**src/rtl/ic_cpu_bus_arbiter_pkg.sv**
```systemverilog
// Shared definitions for the CPU bus arbiter: FSM state encodings and port indices.
package ic_pkg;

    typedef enum logic [1:0] {
        ARB_IDLE = 2'd0,
        ARB_REQ  = 2'd1,
        ARB_RSP  = 2'd2
    } arb_state_e;

    localparam logic ARB_PORT_INSTR = 1'b0;
    localparam logic ARB_PORT_DATA  = 1'b1;

endpackage

```
**src/rtl/ic_cpu_bus_arbiter_if.sv**
```systemverilog
// CPU memory bus port: req/gnt request channel plus recv/ack response channel.
interface ic_cpu_bus_if #(
    parameter int AW = 32,
    parameter int DW = 32
);
    logic            req;
    logic            gnt;
    logic            wen;
    logic [DW/8-1:0] strb;
    logic [DW-1:0]   wdata;
    logic [AW-1:0]   addr;
    logic            recv;
    logic            ack;
    logic            error;
    logic [DW-1:0]   rdata;

    // master issues requests and accepts responses; slave serves them
    modport master (
        output req, wen, strb, wdata, addr, ack,
        input  gnt, recv, error, rdata
    );
    modport slave (
        input  req, wen, strb, wdata, addr, ack,
        output gnt, recv, error, rdata
    );
endinterface

```
**src/rtl/ic_cpu_bus_arbiter_rr2.sv**
```systemverilog
// Two-way priority picker: a lone requester wins, a tie goes to the prio port.
module ic_arb_rr2 (
    input  logic [1:0] req,
    input  logic       prio,
    output logic       winner
);
    always_comb begin
        winner = prio;
        if (req == 2'b01) begin
            winner = 1'b0;
        end else if (req == 2'b10) begin
            winner = 1'b1;
        end
    end
endmodule

```
**src/rtl/ic_cpu_bus_arbiter.sv**
```systemverilog
// Shares one CPU bus port between instruction (s0) and data (s1) requesters.
// Define IC_CPU_BUS_ARBITER_ROUND_ROBIN_EN for round-robin tie breaking; otherwise data always wins ties.
module ic_cpu_bus_arbiter
    import ic_pkg::*;
#(
    parameter int AW = 32,
    parameter int DW = 32
) (
    input  logic          m0_aclk,
    input  logic          m0_aresetn,
    ic_cpu_bus_if.slave   s0,
    ic_cpu_bus_if.slave   s1,
    ic_cpu_bus_if.master  mem
);
    arb_state_e      fsm_q, fsm_d;
    logic            owner_q, owner_d;
    logic            prio;
    logic            winner;
    logic            sel;
    logic            granted;
    logic [1:0]      req_v, ack_v;
    logic [1:0]      gnt_v, recv_v;
    logic            mem_req_c, mem_ack_c;
    logic [AW-1:0]   addr_sel;
    logic [DW-1:0]   wdata_sel;
    logic [DW/8-1:0] strb_sel;

    assign req_v = {s1.req, s0.req};
    assign ack_v = {s1.ack, s0.ack};

    ic_arb_rr2 u_pick (
        .req    (req_v),
        .prio   (prio),
        .winner (winner)
    );

`ifdef IC_CPU_BUS_ARBITER_ROUND_ROBIN_EN
    logic prio_q, prio_d;

    always_comb begin
        prio_d = prio_q;
        if (granted) begin
            prio_d = ~sel;
        end
    end

    always_ff @(posedge m0_aclk or negedge m0_aresetn) begin
        if (!m0_aresetn) begin
            prio_q <= ARB_PORT_DATA;
        end else begin
            prio_q <= prio_d;
        end
    end

    assign prio = prio_q;
`else
    assign prio = ARB_PORT_DATA;
`endif

    always_comb begin
        fsm_d     = fsm_q;
        owner_d   = owner_q;
        sel       = owner_q;
        granted   = 1'b0;
        gnt_v     = 2'b00;
        recv_v    = 2'b00;
        mem_req_c = 1'b0;
        mem_ack_c = 1'b0;
        unique case (fsm_q)
            ARB_IDLE: begin
                sel = winner;
                if (|req_v) begin
                    mem_req_c = 1'b1;
                    owner_d   = winner;
                    if (mem.gnt) begin
                        gnt_v[winner] = 1'b1;
                        granted       = 1'b1;
                        fsm_d         = ARB_RSP;
                    end else begin
                        fsm_d = ARB_REQ;
                    end
                end
            end
            ARB_REQ: begin
                // winner stays locked until granted or it abandons the request
                if (!req_v[owner_q]) begin
                    fsm_d = ARB_IDLE;
                end else begin
                    mem_req_c = 1'b1;
                    if (mem.gnt) begin
                        gnt_v[owner_q] = 1'b1;
                        granted        = 1'b1;
                        fsm_d          = ARB_RSP;
                    end
                end
            end
            ARB_RSP: begin
                recv_v[owner_q] = mem.recv;
                mem_ack_c       = ack_v[owner_q];
                if (mem.recv && ack_v[owner_q]) begin
                    fsm_d = ARB_IDLE;
                end
            end
            default: fsm_d = ARB_IDLE;
        endcase
    end

    always_ff @(posedge m0_aclk or negedge m0_aresetn) begin
        if (!m0_aresetn) begin
            fsm_q   <= ARB_IDLE;
            owner_q <= ARB_PORT_INSTR;
        end else begin
            fsm_q   <= fsm_d;
            owner_q <= owner_d;
        end
    end

    assign addr_sel  = sel ? s1.addr  : s0.addr;
    assign wdata_sel = sel ? s1.wdata : s0.wdata;
    assign strb_sel  = sel ? s1.strb  : s0.strb;

    // handshake outputs are forced low while reset is held, even with requests pending
    assign mem.req   = m0_aresetn & mem_req_c;
    assign mem.ack   = m0_aresetn & mem_ack_c;
    assign mem.wen   = sel ? s1.wen : s0.wen;
    assign mem.addr  = addr_sel;
    assign mem.wdata = wdata_sel;
    assign mem.strb  = strb_sel;

    assign s0.gnt    = m0_aresetn & gnt_v[0];
    assign s1.gnt    = m0_aresetn & gnt_v[1];
    assign s0.recv   = m0_aresetn & recv_v[0];
    assign s1.recv   = m0_aresetn & recv_v[1];
    assign s0.rdata  = mem.rdata;
    assign s1.rdata  = mem.rdata;
    assign s0.error  = mem.error;
    assign s1.error  = mem.error;
endmodule

```
**src/flat_wrapper.sv**
```systemverilog
// flat-port wrapper written by rule: the top's interface ports become plain ports
module ic_cpu_bus_arbiter_flat import ic_pkg::*;
#(
    parameter int AW = 32,
    parameter int DW = 32
)
  (m0_aclk, m0_aresetn, s0_req, s0_wen, s0_strb, s0_wdata, s0_addr, s0_ack, s0_gnt, s0_recv, s0_error, s0_rdata, s1_req, s1_wen, s1_strb, s1_wdata, s1_addr, s1_ack, s1_gnt, s1_recv, s1_error, s1_rdata, mem_req, mem_wen, mem_strb, mem_wdata, mem_addr, mem_ack, mem_gnt, mem_recv, mem_error, mem_rdata);
  ic_cpu_bus_if #(.AW(AW), .DW(DW)) s0_i ();
  ic_cpu_bus_if #(.AW(AW), .DW(DW)) s1_i ();
  ic_cpu_bus_if #(.AW(AW), .DW(DW)) mem_i ();
  input  logic m0_aclk;
  input  logic m0_aresetn;
  input wire logic [$bits(s0_i.req)-1:0] s0_req;
  input wire logic [$bits(s0_i.wen)-1:0] s0_wen;
  input wire logic [$bits(s0_i.strb)-1:0] s0_strb;
  input wire logic [$bits(s0_i.wdata)-1:0] s0_wdata;
  input wire logic [$bits(s0_i.addr)-1:0] s0_addr;
  input wire logic [$bits(s0_i.ack)-1:0] s0_ack;
  output wire logic [$bits(s0_i.gnt)-1:0] s0_gnt;
  output wire logic [$bits(s0_i.recv)-1:0] s0_recv;
  output wire logic [$bits(s0_i.error)-1:0] s0_error;
  output wire logic [$bits(s0_i.rdata)-1:0] s0_rdata;
  input wire logic [$bits(s1_i.req)-1:0] s1_req;
  input wire logic [$bits(s1_i.wen)-1:0] s1_wen;
  input wire logic [$bits(s1_i.strb)-1:0] s1_strb;
  input wire logic [$bits(s1_i.wdata)-1:0] s1_wdata;
  input wire logic [$bits(s1_i.addr)-1:0] s1_addr;
  input wire logic [$bits(s1_i.ack)-1:0] s1_ack;
  output wire logic [$bits(s1_i.gnt)-1:0] s1_gnt;
  output wire logic [$bits(s1_i.recv)-1:0] s1_recv;
  output wire logic [$bits(s1_i.error)-1:0] s1_error;
  output wire logic [$bits(s1_i.rdata)-1:0] s1_rdata;
  output wire logic [$bits(mem_i.req)-1:0] mem_req;
  output wire logic [$bits(mem_i.wen)-1:0] mem_wen;
  output wire logic [$bits(mem_i.strb)-1:0] mem_strb;
  output wire logic [$bits(mem_i.wdata)-1:0] mem_wdata;
  output wire logic [$bits(mem_i.addr)-1:0] mem_addr;
  output wire logic [$bits(mem_i.ack)-1:0] mem_ack;
  input wire logic [$bits(mem_i.gnt)-1:0] mem_gnt;
  input wire logic [$bits(mem_i.recv)-1:0] mem_recv;
  input wire logic [$bits(mem_i.error)-1:0] mem_error;
  input wire logic [$bits(mem_i.rdata)-1:0] mem_rdata;
  assign s0_i.req = s0_req;
  assign s0_i.wen = s0_wen;
  assign s0_i.strb = s0_strb;
  assign s0_i.wdata = s0_wdata;
  assign s0_i.addr = s0_addr;
  assign s0_i.ack = s0_ack;
  assign s0_gnt = s0_i.gnt;
  assign s0_recv = s0_i.recv;
  assign s0_error = s0_i.error;
  assign s0_rdata = s0_i.rdata;
  assign s1_i.req = s1_req;
  assign s1_i.wen = s1_wen;
  assign s1_i.strb = s1_strb;
  assign s1_i.wdata = s1_wdata;
  assign s1_i.addr = s1_addr;
  assign s1_i.ack = s1_ack;
  assign s1_gnt = s1_i.gnt;
  assign s1_recv = s1_i.recv;
  assign s1_error = s1_i.error;
  assign s1_rdata = s1_i.rdata;
  assign mem_req = mem_i.req;
  assign mem_wen = mem_i.wen;
  assign mem_strb = mem_i.strb;
  assign mem_wdata = mem_i.wdata;
  assign mem_addr = mem_i.addr;
  assign mem_ack = mem_i.ack;
  assign mem_i.gnt = mem_gnt;
  assign mem_i.recv = mem_recv;
  assign mem_i.error = mem_error;
  assign mem_i.rdata = mem_rdata;
  ic_cpu_bus_arbiter #(.AW(AW), .DW(DW)) u_core (.m0_aclk(m0_aclk), .m0_aresetn(m0_aresetn), .s0(s0_i), .s1(s1_i), .mem(mem_i));
endmodule
```
**config.mk**
```make
export PLATFORM = sky130hd
export DESIGN_NAME = ic_cpu_bus_arbiter_flat
export DESIGN_NICKNAME = d
export VERILOG_FILES = /design/src/rtl/ic_cpu_bus_arbiter_pkg.sv /design/src/rtl/ic_cpu_bus_arbiter_if.sv /design/src/rtl/ic_cpu_bus_arbiter_rr2.sv /design/src/rtl/ic_cpu_bus_arbiter.sv /design/src/flat_wrapper.sv
export SDC_FILE = /design/constraint.sdc
export NUM_CORES = 1
export LEC_CHECK = 0
export ABC_AREA = 1
export ABC_CLOCK_PERIOD_IN_PS = 1300
export CAP_MARGIN = 20
export CORE_AREA = 2 2 123 125
export DETAILED_ROUTE_END_ITERATION = 16
export DIE_AREA = 0 0 125 127
export DONT_BUFFER_PORTS = 1
export SLEW_MARGIN = 20
export SYNTH_ARGS = -nofsm -noshare
export SYNTH_HDL_FRONTEND = slang
export SYNTH_HIERARCHICAL = 1
export SYNTH_SLANG_ARGS = --single-unit
```
**constraint.sdc**
```tcl
create_clock -name m0_aclk -period 1.3 [get_ports m0_aclk]
set_input_delay 0.195 -clock m0_aclk [delete_from_list [all_inputs] [get_ports m0_aclk]]
set_output_delay 0.195 -clock m0_aclk [all_outputs]
set_load 0.02 [all_outputs]
```
Word-level counts from Yosys, hierarchy flattened
Index checks and enable logic that the tools add are counted.
Storage, ports and cells
  bits in read-only memories: 0
  bits of input ports: 179
  memory bits (writable): 0
  bits in latches: 0
  memories kept: 0
  register bits: 3
  word-level logic and storage cells: 56
Cells by class
  divide/modulo/power cells: 0
  $lt $le $gt $ge: 4
  reduce and logical (&&, ||, !) cells: 7
  bitwise gates (word level): 7
  muxes and demuxes: 30
  multiply operators: 0
  equal/unequal tests: 6
  add/subtract/negate cells: 0
  shift operators: 0
Operator list (count)
  $mux W32: 2
  $mux W2: 10
  $mux W1: 12
  $and A1 B1 Y1: 6
  $pmux W2 S3: 1
  $eq A2 B1 Y1 const B: 2
  $lt A1 B2 Y1 const B: 2
  $mux W4: 1
  $ne A2 B1 Y1 const B: 2
  $pmux W2 S2: 1
  $logic_and A1 B1 Y1: 3
  $ne A3 B3 Y1 const B: 1
  $reduce_and A3 Y1: 1
  $and A2 B2 Y2: 1
  $demux W1 S1: 2
  $eq A2 B2 Y1 const B: 1
  $ge A1 B1 Y1 const B: 2
  $logic_not A2 Y1: 1
  $pmux W1 S2: 1
  $reduce_and A2 Y1: 1
  $reduce_or A2 Y1: 1

Longest topological paths before layout
  depth in word-level cells: 10
  mapped depth: 8

Hierarchy
Netlist, hierarchy kept.
Modules (own cells, without submodules)
  ic_cpu_bus_arbiter: area each 1732.9 um^2, cells each 337, instances 1
  ic_arb_rr2: area each 12.5 um^2, cells each 3, instances 1

Worst setup path before layout
No wires, ideal clock.
  path type: reg2out
  start: register u_core.fsm_q[1]
  end: output mem_addr[0]
  data arrival time: 1.373 ns
  path buffers: 1
  path slack: -0.268 ns
  cell stages (with the launch flop): 7
  path through: dfrtp_1 > nor2_2 > inv_2 > nand2_1 > o21ai_2 > clkbuf_1 > o21ai_0
On the way
  word-level cells in the longest chain between the ends: 3
Ends and longest elaborated chain
  start: declaration: line ic_cpu_bus_arbiter.sv:15  | arb_state_e fsm_q, fsm_d;
  start signal: assignment: line ic_cpu_bus_arbiter.sv:113  | fsm_q <= fsm_d;
  $logic_not A2 Y1: line ic_cpu_bus_arbiter.sv:69  | unique case (fsm_q)
  $mux W1: line ic_cpu_bus_arbiter.sv:69
  $mux W32: line ic_cpu_bus_arbiter.sv:118  | assign addr_sel = sel ? s1.addr : s0.addr;
  end: declaration: line flat_wrapper.sv:37  | output wire logic [$bits(mem_i.addr)-1:0] mem_addr;
Every way passes these cells.

Final worst setup path
  start: register u_core.fsm_q[1]
  end: output mem_addr[11]
The elaborated chain is that of the path after synthesis.

==> results.json <==
{
  "layout_common_cells": "inv_1, buf_6, nand2_1",
  "synth_top_family_by_area": "buffers and inverters",
  "port_buffers": 0,
  "final_cells": 549,
  "drc": 0,
  "root_buffer": "clkbuf_16",
  "comb_power_share_pct": 94.1,
  "syn_inst": 340,
  "via_count": 2129,
  "place_hpwl_um": 5720,
  "ys_ff_latch": 3,
  "timing.hold.ws_ns": 0.111,
  "final_common_cell": "inv_1",
  "firstDrtPassIters": 4,
  "yosysUniqueCellTypes": 18,
  "drtAntennaViolNets": 0,
  "yosysTopAreaCellShare_pct": 31.8,
  "power_density_nw_per_um2": 3510,
  "p_sw_w": 0.00571,
  "grt_usage_pct": 7.85,
  "initial_core_util_pct": 12.1,
  "coreArea_um2": 14400,
  "slowest_stage": "dfrtp_1",
  "slowest_delay_ns": 0.40,
  "antenna_found_initial": 0,
  "dieHeight_um": 127,
  "endpoint_kind": "output port",
  "p_int_w": 0.00556,
  "ios": 320,
  "synthAdderAreaFrac_pct": 0,
  "design_area_um2": 3210,
  "rsz0062_at_grt": "yes",
  "fin_nets": 545,
  "grt_remaining_overflow": 0,
  "cts_buffers": 3,
  "maxSlewViolCount": 0,
  "clkPwrFrac_pct": 4.4,
  "cp_max_fo": 7,
  "crit_path_start_kind": "flop",
  "synth_mux_area_share_pct": 0,
  "fin_crit_ns": 1.94,
  "drt-total-wl_um": 8210,
  "status": "finished, violations left",
  "rows": 44,
  "synth_simple_gate_area_share_pct": 22.0,
  "required_ns": 1.11,
  "drv_cap": 0,
  "max_freq_mhz": 517,
  "hold_class": "in -> reg",
  "gp_congestion": 0.730,
  "ys_top_cells_by_area": "buf_4, nand2_1, o21ai_1",
  "areaGrowthSynthToFinish_pct": 83.9,
  "finalClockSkew_ns": 0.00207,
  "placed_area_um2": 2160,
  "die_w_um": 125,
  "grt_max_degree": 22,
  "crit_chain": "nor2_2, inv_2, nand2_2, o21ai_4, buf_12, buf_4, clkbuf_16, o21ai_4, buf_6",
  "critPathArrivalTime_ns": 1.74,
  "drtIter0Drc": 42,
  "leakagePower_nw": 1.61,
  "min_period_over_period_pct": 149,
  "grt_pass1_wl_um": 9660,
  "finalSetupViolations": 75,
  "path_common_cell": "o21ai_4",
  "clk_pin_slew_worst_paths_ns": 0.03,
  "ys_seq_area_share_pct": 4.30,
  "setup_ws_ns": -0.636,
  "clk_latency_ns": 0.22,
  "vdd_drop_max_mv": 1.55,
  "setup_tns_ns": -42.24,
  "h-tree-depth": 1,
  "clock-sinks": 3,
  "synth_area_um2": 1750,
  "drive_above_1_share_pct": 56.4,
  "yosys_warnings": 6,
  "synthXorXnorAreaFrac_pct": 0,
  "fp.dieArea_um2": 15900,
  "viasPerCell": 3.88,
  "wl_per_cell_um": 15.0,
  "tritoncts": "built",
  "first_global_vias": 1884,
  "syn_avg_cell_area_um2": 5.13,
  "swShare_pct": 50.7,
  "crit_type": "reg -> out",
  "antenna_cells": 0,
  "synth-compound-area-share_pct": 23.2,
  "cts_buffer_depth": 2,
  "violations": "setup timing",
  "yosysTopAreaCell": "buf_4",
  "hold_viol": 0,
  "place_inst": 529,
  "sequentialPowerShare_pct": 1.6
}
logic make-up (layout without fill, tap and decap cells):
group,count (synthesis),in the layout
flops,3,3
other cells,1,2
simple gates,99,99
compound gates,79,79
buf+inv,158,182
what timing repair did:
item | 4_1_cts | 5_1_grt
hold buffers | 1 | 0
buffers inserted | 8 | 5
endpoints found under the hold margin | 3 | 0
resized for setup | 67 | 126
setup endpoints to repair | 75 | 77
cloned | 2 | 5
pin swaps | 8 | 9
path summary, 6_finish.rpt:
check	slack (ns)	cells past startpoint	end	start
setup / recovery	-0.64	9	mem_addr[11]	u_core/fsm_q[1]
hold / removal	0.11	2	u_core/fsm_q[1]	mem_gnt
setup reg to reg	0.08	6	u_core/fsm_q[0]	u_core/fsm_q[1]
hold reg to reg	0.76	3	u_core/owner_q	u_core/owner_q
max in group asynchronous	0.91	1	u_core/fsm_q[0]	m0_aresetn
min in group asynchronous	0.23	1	u_core/fsm_q[1]	m0_aresetn
power by group through the flow:
stage | combinational [W] | sequential [W] | clock, W
floorplan | 0.00456 | 0.000174 | 0
global placement | 0.00693 | 0.000162 | 0
detailed placement | 0.00699 | 0.000164 | 0
CTS | 0.00852 | 0.000168 | 0.000497
global route | 0.0112 | 0.000182 | 0.000500
finish | 0.0106 | 0.000178 | 0.000491
cell usage after synthesis, drive strengths merged:
cell type	n
o21ai	71
nor4	2
conb	1
a21oi	6
nand3	2
nand2	86
clkbuf	1
inv	77
nor2	8
dfrtp	3
o21bai	2
buf	80
or2	1
per-stage QoR:
step	power [W]	utilization, %	worst slack, ns
6_report	0.0113	22.3	-0.636
5_1_grt	0.0119	22.3	-0.722
4_1_cts	0.00918	18.3	-0.585
3_5_place_dp	0.00715	15.0	-0.363
3_3_place_gp	0.00709	15.0	-0.373
2_1_floorplan	0.00474	-	-0.213
per-layer routing:
metal | vias to the layer above | global-route usage [%] | part of all wire, %
met2 | 175 | 14.4 | 51
li1 | 1003 | - | -
met5 | - | 0 | 0
met4 | 0 | 4.58 | 4.4
met1 | 920 | 7.32 | 33
met3 | 31 | 3.31 | 11
state kept, by name (all words and copies together), names as in the netlist:
| signal | count |
|---|---|
| u_core/fsm_q | 2 |
| u_core/owner_q | 1 |
layout make-up:
type,instances,area [um^2]
Fill cell,1588,11200
Timing Repair Buffer,101,1170
Sequential cell,3,75.1
Clock buffer,4,78.8
Tap cell,184,230
Inverter,77,294
Multi-Input combinational cell,180,1360
worst max-delay path, delay by kind of cell, from the launching register on:
family                 cells  cell delay (ns)
AOI/OAI and AO/OA          2             0.19
and+or+nand+nor            2             0.24
buffers and inverters      5             0.68
DFF                        1             0.40
Note: power is estimated with default switching activity, not from simulation.
